### config.mk
export PLATFORM = sky130hd
export DESIGN_NAME = l1_mmu_arbiter
export DESIGN_NICKNAME = d
export VERILOG_FILES = /design/src/rtl/l1_mmu_arbiter.sv
export SDC_FILE = /design/constraint.sdc
export NUM_CORES = 1
export LEC_CHECK = 0
export ABC_AREA = 1
export CAP_MARGIN = 20
export CORE_AREA = 2 2 536 538
export CTS_BUF_LIST = sky130_fd_sc_hd__clkbuf_4 sky130_fd_sc_hd__clkbuf_8
export DETAILED_ROUTE_END_ITERATION = 7
export DIE_AREA = 0 0 538 540
export PLACE_DENSITY_LB_ADDON = 0.25
export SLEW_MARGIN = 20
export SYNTH_ARGS = -nofsm -noshare
export SYNTH_HDL_FRONTEND = slang
export SYNTH_SLANG_ARGS = --single-unit
### constraint.sdc
create_clock -name sys_clk -period 4.3 [get_ports sys_clk]
set_input_delay 0.86 -clock sys_clk [delete_from_list [all_inputs] [get_ports sys_clk]]
set_output_delay 0.86 -clock sys_clk [all_outputs]
set_load 0.005 [all_outputs]
### src/rtl/l1_mmu_arbiter.sv
// l1_mmu_arbiter: registered round-robin arbiter between the L1 instruction
// and data caches for the shared l1mmu request port. It holds one line request
// until mmu_done or a timeout, then returns the line with a one-cycle done pulse.
module l1_mmu_arbiter #(
   parameter int TIMEOUT_CYCLES = 1023,
   parameter int TO_W           = 10
) (
   input  logic         sys_clk,
   input  logic         rst,
   input  logic         i_req_read,
   input  logic [31:0]  i_req_addr,
   output logic         i_done,
   output logic [255:0] i_read_data,
   input  logic         d_req_read,
   input  logic         d_req_write,
   input  logic [31:0]  d_req_addr,
   input  logic [255:0] d_write_data,
   output logic         d_done,
   output logic [255:0] d_read_data,
   output logic         mmu_req_read,
   output logic         mmu_req_write,
   output logic [31:0]  mmu_req_addr,
   output logic [255:0] mmu_write_data,
   input  logic         mmu_done,
   input  logic [255:0] mmu_read_data,
   output logic         timeout_err
);

   typedef enum logic [1:0] {IDLE, GRANT_I, GRANT_D, RESP} state_t;

   state_t         state_q, state_d;
   logic           last_d_q, last_d_d;
   logic [TO_W-1:0] cnt_q, cnt_d;
   logic           mmu_req_read_q, mmu_req_read_d;
   logic           mmu_req_write_q, mmu_req_write_d;
   logic [31:0]    mmu_req_addr_q, mmu_req_addr_d;
   logic [255:0]   mmu_write_data_q, mmu_write_data_d;
   logic           i_done_q, i_done_d;
   logic           d_done_q, d_done_d;
   logic [255:0]   i_rdata_q, i_rdata_d;
   logic [255:0]   d_rdata_q, d_rdata_d;
   logic           timeout_err_q, timeout_err_d;

   logic i_want, d_want, grant_d;

   // Requester view: a D-side tie goes to I unless I was the last one served.
   always_comb begin
      i_want  = i_req_read;
      d_want  = d_req_read | d_req_write;
      grant_d = d_want & (~i_want | ~last_d_q);
   end

   // Next-state and datapath: grant in IDLE, wait for mmu_done or timeout, pulse done.
   always_comb begin
      state_d          = state_q;
      last_d_d         = last_d_q;
      cnt_d            = cnt_q;
      mmu_req_read_d   = mmu_req_read_q;
      mmu_req_write_d  = mmu_req_write_q;
      mmu_req_addr_d   = mmu_req_addr_q;
      mmu_write_data_d = mmu_write_data_q;
      i_done_d         = 1'b0;
      d_done_d         = 1'b0;
      i_rdata_d        = i_rdata_q;
      d_rdata_d        = d_rdata_q;
      timeout_err_d    = timeout_err_q;
      case (state_q)
         IDLE: begin
            if (grant_d) begin
               state_d          = GRANT_D;
               mmu_req_write_d  = d_req_write;
               mmu_req_read_d   = ~d_req_write;  // write wins when both are set
               mmu_req_addr_d   = d_req_addr;
               mmu_write_data_d = d_write_data;
               cnt_d            = '0;
            end else if (i_want) begin
               state_d          = GRANT_I;
               mmu_req_write_d  = 1'b0;
               mmu_req_read_d   = 1'b1;
               mmu_req_addr_d   = i_req_addr;
               mmu_write_data_d = '0;
               cnt_d            = '0;
            end
         end
         GRANT_I, GRANT_D: begin
            if (mmu_done || cnt_q == TO_W'(TIMEOUT_CYCLES)) begin
               state_d         = RESP;
               mmu_req_read_d  = 1'b0;
               mmu_req_write_d = 1'b0;
               mmu_req_addr_d  = '0;
               if (mmu_done) begin
                  last_d_d = (state_q == GRANT_D);
               end else begin
                  timeout_err_d = 1'b1;
               end
               // An aborted request returns an all-zero line.
               if (state_q == GRANT_D) begin
                  d_done_d  = 1'b1;
                  d_rdata_d = mmu_done ? mmu_read_data : '0;
               end else begin
                  i_done_d  = 1'b1;
                  i_rdata_d = mmu_done ? mmu_read_data : '0;
               end
            end else begin
               cnt_d = cnt_q + 1'b1;
            end
         end
         RESP: begin
            state_d = IDLE;
         end
         default: state_d = IDLE;
      endcase
   end

   // State registers; reset abandons any outstanding request without a done pulse.
   always_ff @(posedge sys_clk) begin
      if (rst) begin
         state_q          <= IDLE;
         last_d_q         <= 1'b1;
         cnt_q            <= '0;
         mmu_req_read_q   <= 1'b0;
         mmu_req_write_q  <= 1'b0;
         mmu_req_addr_q   <= '0;
         mmu_write_data_q <= '0;
         i_done_q         <= 1'b0;
         d_done_q         <= 1'b0;
         i_rdata_q        <= '0;
         d_rdata_q        <= '0;
         timeout_err_q    <= 1'b0;
      end else begin
         state_q          <= state_d;
         last_d_q         <= last_d_d;
         cnt_q            <= cnt_d;
         mmu_req_read_q   <= mmu_req_read_d;
         mmu_req_write_q  <= mmu_req_write_d;
         mmu_req_addr_q   <= mmu_req_addr_d;
         mmu_write_data_q <= mmu_write_data_d;
         i_done_q         <= i_done_d;
         d_done_q         <= d_done_d;
         i_rdata_q        <= i_rdata_d;
         d_rdata_q        <= d_rdata_d;
         timeout_err_q    <= timeout_err_d;
      end
   end

   // Outputs come straight from flops.
   always_comb begin
      mmu_req_read   = mmu_req_read_q;
      mmu_req_write  = mmu_req_write_q;
      mmu_req_addr   = mmu_req_addr_q;
      mmu_write_data = mmu_write_data_q;
      i_done         = i_done_q;
      d_done         = d_done_q;
      i_read_data    = i_rdata_q;
      d_read_data    = d_rdata_q;
      timeout_err    = timeout_err_q;
   end

endmodule
==> flow_results.xml <==
<?xml version="1.0" encoding="UTF-8"?>
<metrics>
  <group name="outcome">
    <metric name="run_status" unit="">finished clean</metric>
  </group>
  <group name="die">
    <metric name="core_region_area" unit="µm²">284000</metric>
    <metric name="ios" unit="">1387</metric>
    <metric name="fp.dieW" unit="µm">538</metric>
    <metric name="start_util" unit="%">11.0</metric>
    <metric name="row_count" unit="">196</metric>
    <metric name="die_area" unit="µm²">291000</metric>
    <metric name="die_y" unit="µm">540</metric>
  </group>
  <group name="critical_path">
    <metric name="worst_setup_path_end_kind" unit="">output pin</metric>
    <metric name="critPathSlowestCell" unit="">clkdlybuf4s50_1</metric>
    <metric name="critPathTopFamily" unit="">buffers and inverters</metric>
    <metric name="worst-endpoint-required" unit="ps">3440</metric>
    <metric name="critPathKind" unit="">reg -&gt; out</metric>
    <metric name="kind_of_launch_point_of_the_worst_setup_path" unit="">flip-flop</metric>
    <metric name="cp_cell_sequence" unit="">clkdlybuf4s50_1</metric>
    <metric name="slowest_delay" unit="ps">990</metric>
    <metric name="peak_fanout_along_the_critical_path" unit="">2</metric>
    <metric name="worst-endpoint-arrival" unit="ps">2220</metric>
    <metric name="cp.buffers_inverters" unit="">1</metric>
    <metric name="r2r_slack" unit="ps">1300</metric>
  </group>
  <group name="run">
    <metric name="maxCapViolations" unit="">0</metric>
  </group>
  <group name="pwr">
    <metric name="cellLeakagePower" unit="nW">16.7</metric>
    <metric name="powerDensity" unit="nW/µm²">589</metric>
    <metric name="power.ir.vdd_worst" unit="mV">0.623</metric>
    <metric name="total_power" unit="W">0.0309</metric>
  </group>
  <group name="sta">
    <metric name="period_minus_slack" unit="ps">3080</metric>
    <metric name="timing.max_slew.rel_slack" unit="%">27.1</metric>
    <metric name="drv_slew" unit="">0</metric>
    <metric name="timing_worst_slew_pin_value" unit="ps">1090</metric>
    <metric name="final.setup_skew" unit="ps">68.9</metric>
    <metric name="fin_setup_tns" unit="ps">0</metric>
    <metric name="rsz0062_at_grt" unit="">no</metric>
    <metric name="hold_violations" unit="">0</metric>
    <metric name="max_freq" unit="MHz">324</metric>
    <metric name="post-route-period-util" unit="%">71.7</metric>
    <metric name="setup_viol" unit="">0</metric>
  </group>
  <group name="yosys">
    <metric name="synth_edf_count" unit="">0</metric>
    <metric name="syn-num-nets" unit="">4468</metric>
    <metric name="synth_flop_cell" unit="">dfxtp_1</metric>
    <metric name="mappedNetlistArea" unit="µm²">31200</metric>
    <metric name="synth_area_leader_cell" unit="">dfxtp_1</metric>
    <metric name="synth.yosys.warnings" unit="">0</metric>
    <metric name="ys_seq_area_share" unit="%">52.5</metric>
    <metric name="synth.area.top_cells" unit="">dfxtp_1, a21oi_1, nand2_1, nand4_1, nand3_1</metric>
    <metric name="post-synth-top-area-fraction" unit="%">52.5</metric>
    <metric name="cell_count_after_synthesis" unit="">3882</metric>
    <metric name="ys_types" unit="">31</metric>
    <metric name="ys_ff_latch" unit="">818</metric>
    <metric name="yosys-top-cells-count" unit="">nand2_1, a21oi_1, dfxtp_1, nand4_1, nand3_1</metric>
    <metric name="synth-async-reset-ratio" unit="%">0</metric>
    <metric name="synth.most_common_cell" unit="">nand2_1</metric>
    <metric name="synthesized_area_divided_by_synthesized_cell_count" unit="µm²">8.03</metric>
  </group>
  <group name="global_route">
    <metric name="global_route.usage.total" unit="%">14.5</metric>
    <metric name="grt_pass1_vias" unit="">34700</metric>
    <metric name="grt_pass1_wl" unit="µm">299000</metric>
    <metric name="congestion_overflow_gr" unit="">0</metric>
    <metric name="grt_antenna_before_repair" unit="">73</metric>
    <metric name="grt_max_degree" unit="">160</metric>
  </group>
  <group name="clock_network">
    <metric name="post_cts_setup_buffer_count" unit="">0</metric>
    <metric name="cts.repair.resized" unit="">0</metric>
    <metric name="tritoncts" unit="">done</metric>
    <metric name="cts_sinks" unit="">818</metric>
    <metric name="cts.hold.buffers_added" unit="">0</metric>
    <metric name="clk_root_buffer_cell" unit="">clkbuf_8</metric>
    <metric name="tritoncts.num_buffers" unit="">173</metric>
    <metric name="clk-insertion-delay-late" unit="ps">910</metric>
    <metric name="cts-htree-levels" unit="">4</metric>
    <metric name="cts.reportedPaths.clkPinSlew" unit="ps">60</metric>
    <metric name="cts_buffer_depth" unit="">4</metric>
  </group>
  <group name="placement">
    <metric name="post-place-cells" unit="">8679</metric>
    <metric name="buffer_ports.inserted" unit="">1386</metric>
    <metric name="gp_routability_congestion" unit="">0.895</metric>
    <metric name="detailedPlacementHpwl" unit="µm">168000</metric>
  </group>
  <group name="routing">
    <metric name="route.vias.total" unit="">35000</metric>
    <metric name="postRouteAntennaNets" unit="">0</metric>
    <metric name="detailedRoute.firstIterationViolations" unit="">2378</metric>
    <metric name="totalWireLength" unit="µm">222000</metric>
    <metric name="drt-vias-per-instance" unit="">3.89</metric>
    <metric name="wl_per_cell" unit="µm">24.7</metric>
    <metric name="first_pass_iters" unit="">6</metric>
    <metric name="drc_errors" unit="">0</metric>
  </group>
  <group name="cells_and_area">
    <metric name="drive_above_1_share" unit="%">7.51</metric>
    <metric name="stdcell_count" unit="">9004</metric>
    <metric name="nets" unit="">5678</metric>
    <metric name="syn2layout_area_growth" unit="%">68.2</metric>
    <metric name="num-fill-cells" unit="">31800</metric>
  </group>
  <group name="min_path">
    <metric name="worst_hold_path_type" unit="">reg -&gt; reg</metric>
  </group>
</metrics>
[registers in the layout, summed over array words and instances, names as in the netlist]
register        cells
i_done              1
mmu_req_read        1
mmu_req_write       1
last_d_q            1
i_read_data       256
timeout_err         1
state_q             2
mmu_req_addr       32
d_done              1
cnt_q              10
mmu_write_data    256
d_read_data       256
[final timing paths]
path                     from          endpoint  cells past startpoint
max          i_read_data[245]  i_read_data[245]                      1
min           i_read_data[19]   i_read_data[19]                      2
max reg2reg        state_q[1]  mmu_req_addr[16]                      9
min reg2reg   i_read_data[19]   i_read_data[19]                      2
[cell type report]
type / count / area [µm²] / share of cell area [%]
Clock buffer: 273 / 3440 / 6.55
Timing Repair Buffer: 1455 / 14700 / 28.1
Clock inverter: 29 / 330 / 0.630
Antenna cell: 23 / 57.6 / 0.110
Multi-Input combinational cell: 2615 / 12700 / 24.2
Inverter: 29 / 134 / 0.255
Tap cell: 3762 / 4710 / 8.97
Sequential cell: 818 / 16400 / 31.2
[logic make-up after synthesis]
logic type | share of synthesized area, %
compound gates | 13.7
xor+xnor | 0.0281
fa+ha+maj | 0.160
buf+inv | 6.94
flops | 52.5
simple gates | 26.7
[placed cells by master, fill, tap and decap left out, types with 2 or more instances in the layout]
| cell | synthesis | layout |
|---|---|---|
| ha_1 | 4 | 2 |
| clkbuf_4 | 0 | 51 |
| nand3_1 | 262 | 262 |
| ha_4 | 0 | 2 |
| a21oi_1 | 841 | 841 |
| nand2_1 | 936 | 936 |
| clkinvlp_4 | 0 | 5 |
| buf_4 | 8 | 43 |
| clkdlybuf4s50_1 | 0 | 1384 |
| buf_12 | 0 | 26 |
| nand4_1 | 520 | 520 |
| buf_8 | 0 | 2 |
| clkinv_2 | 0 | 12 |
| inv_8 | 0 | 5 |
| nand3_4 | 3 | 3 |
| nor2_1 | 26 | 26 |
| o21ai_0 | 7 | 7 |
| inv_1 | 24 | 23 |
| nand2_4 | 2 | 2 |
| nand2_2 | 3 | 2 |
| dfxtp_1 | 818 | 818 |
| clkbuf_8 | 0 | 222 |
| diode_2 | 0 | 23 |
| clkinv_8 | 0 | 4 |
| bufinv_16 | 0 | 4 |
[layer usage]
layer | part of all wire (%) | GRT usage (%)
met5 | 0.16 | 0
met2 | 49 | 25.3
met1 | 37 | 15.7
met3 | 10 | 5.94
met4 | 3.7 | 5.14
[where the power goes]
part / switching, W / leakage (nW) / total (W) / internal, W
Sequential: 0.000930 / 6.64 / 0.00983 / 0.00890
Combinational: 0.00749 / 8.07 / 0.0117 / 0.00426
Clock: 0.00398 / 1.99 / 0.00930 / 0.00532
Total: 0.0124 / 16.7 / 0.0309 / 0.0185
[stage by stage]
stage / hold WS [ps] / instance area, µm² / setup slack (ps) / utilization, %
floorplan: 442 / 31200 / 2400 / -
global placement: 447 / 48600 / 1020 / 17.1
detailed placement: 452 / 48600 / 965 / 17.1
CTS: 302 / 52400 / 977 / 18.4
global route: 379 / 52400 / 1080 / 18.4
finish: 457 / 52500 / 1220 / 18.4
(Power assumes the default switching activity.)
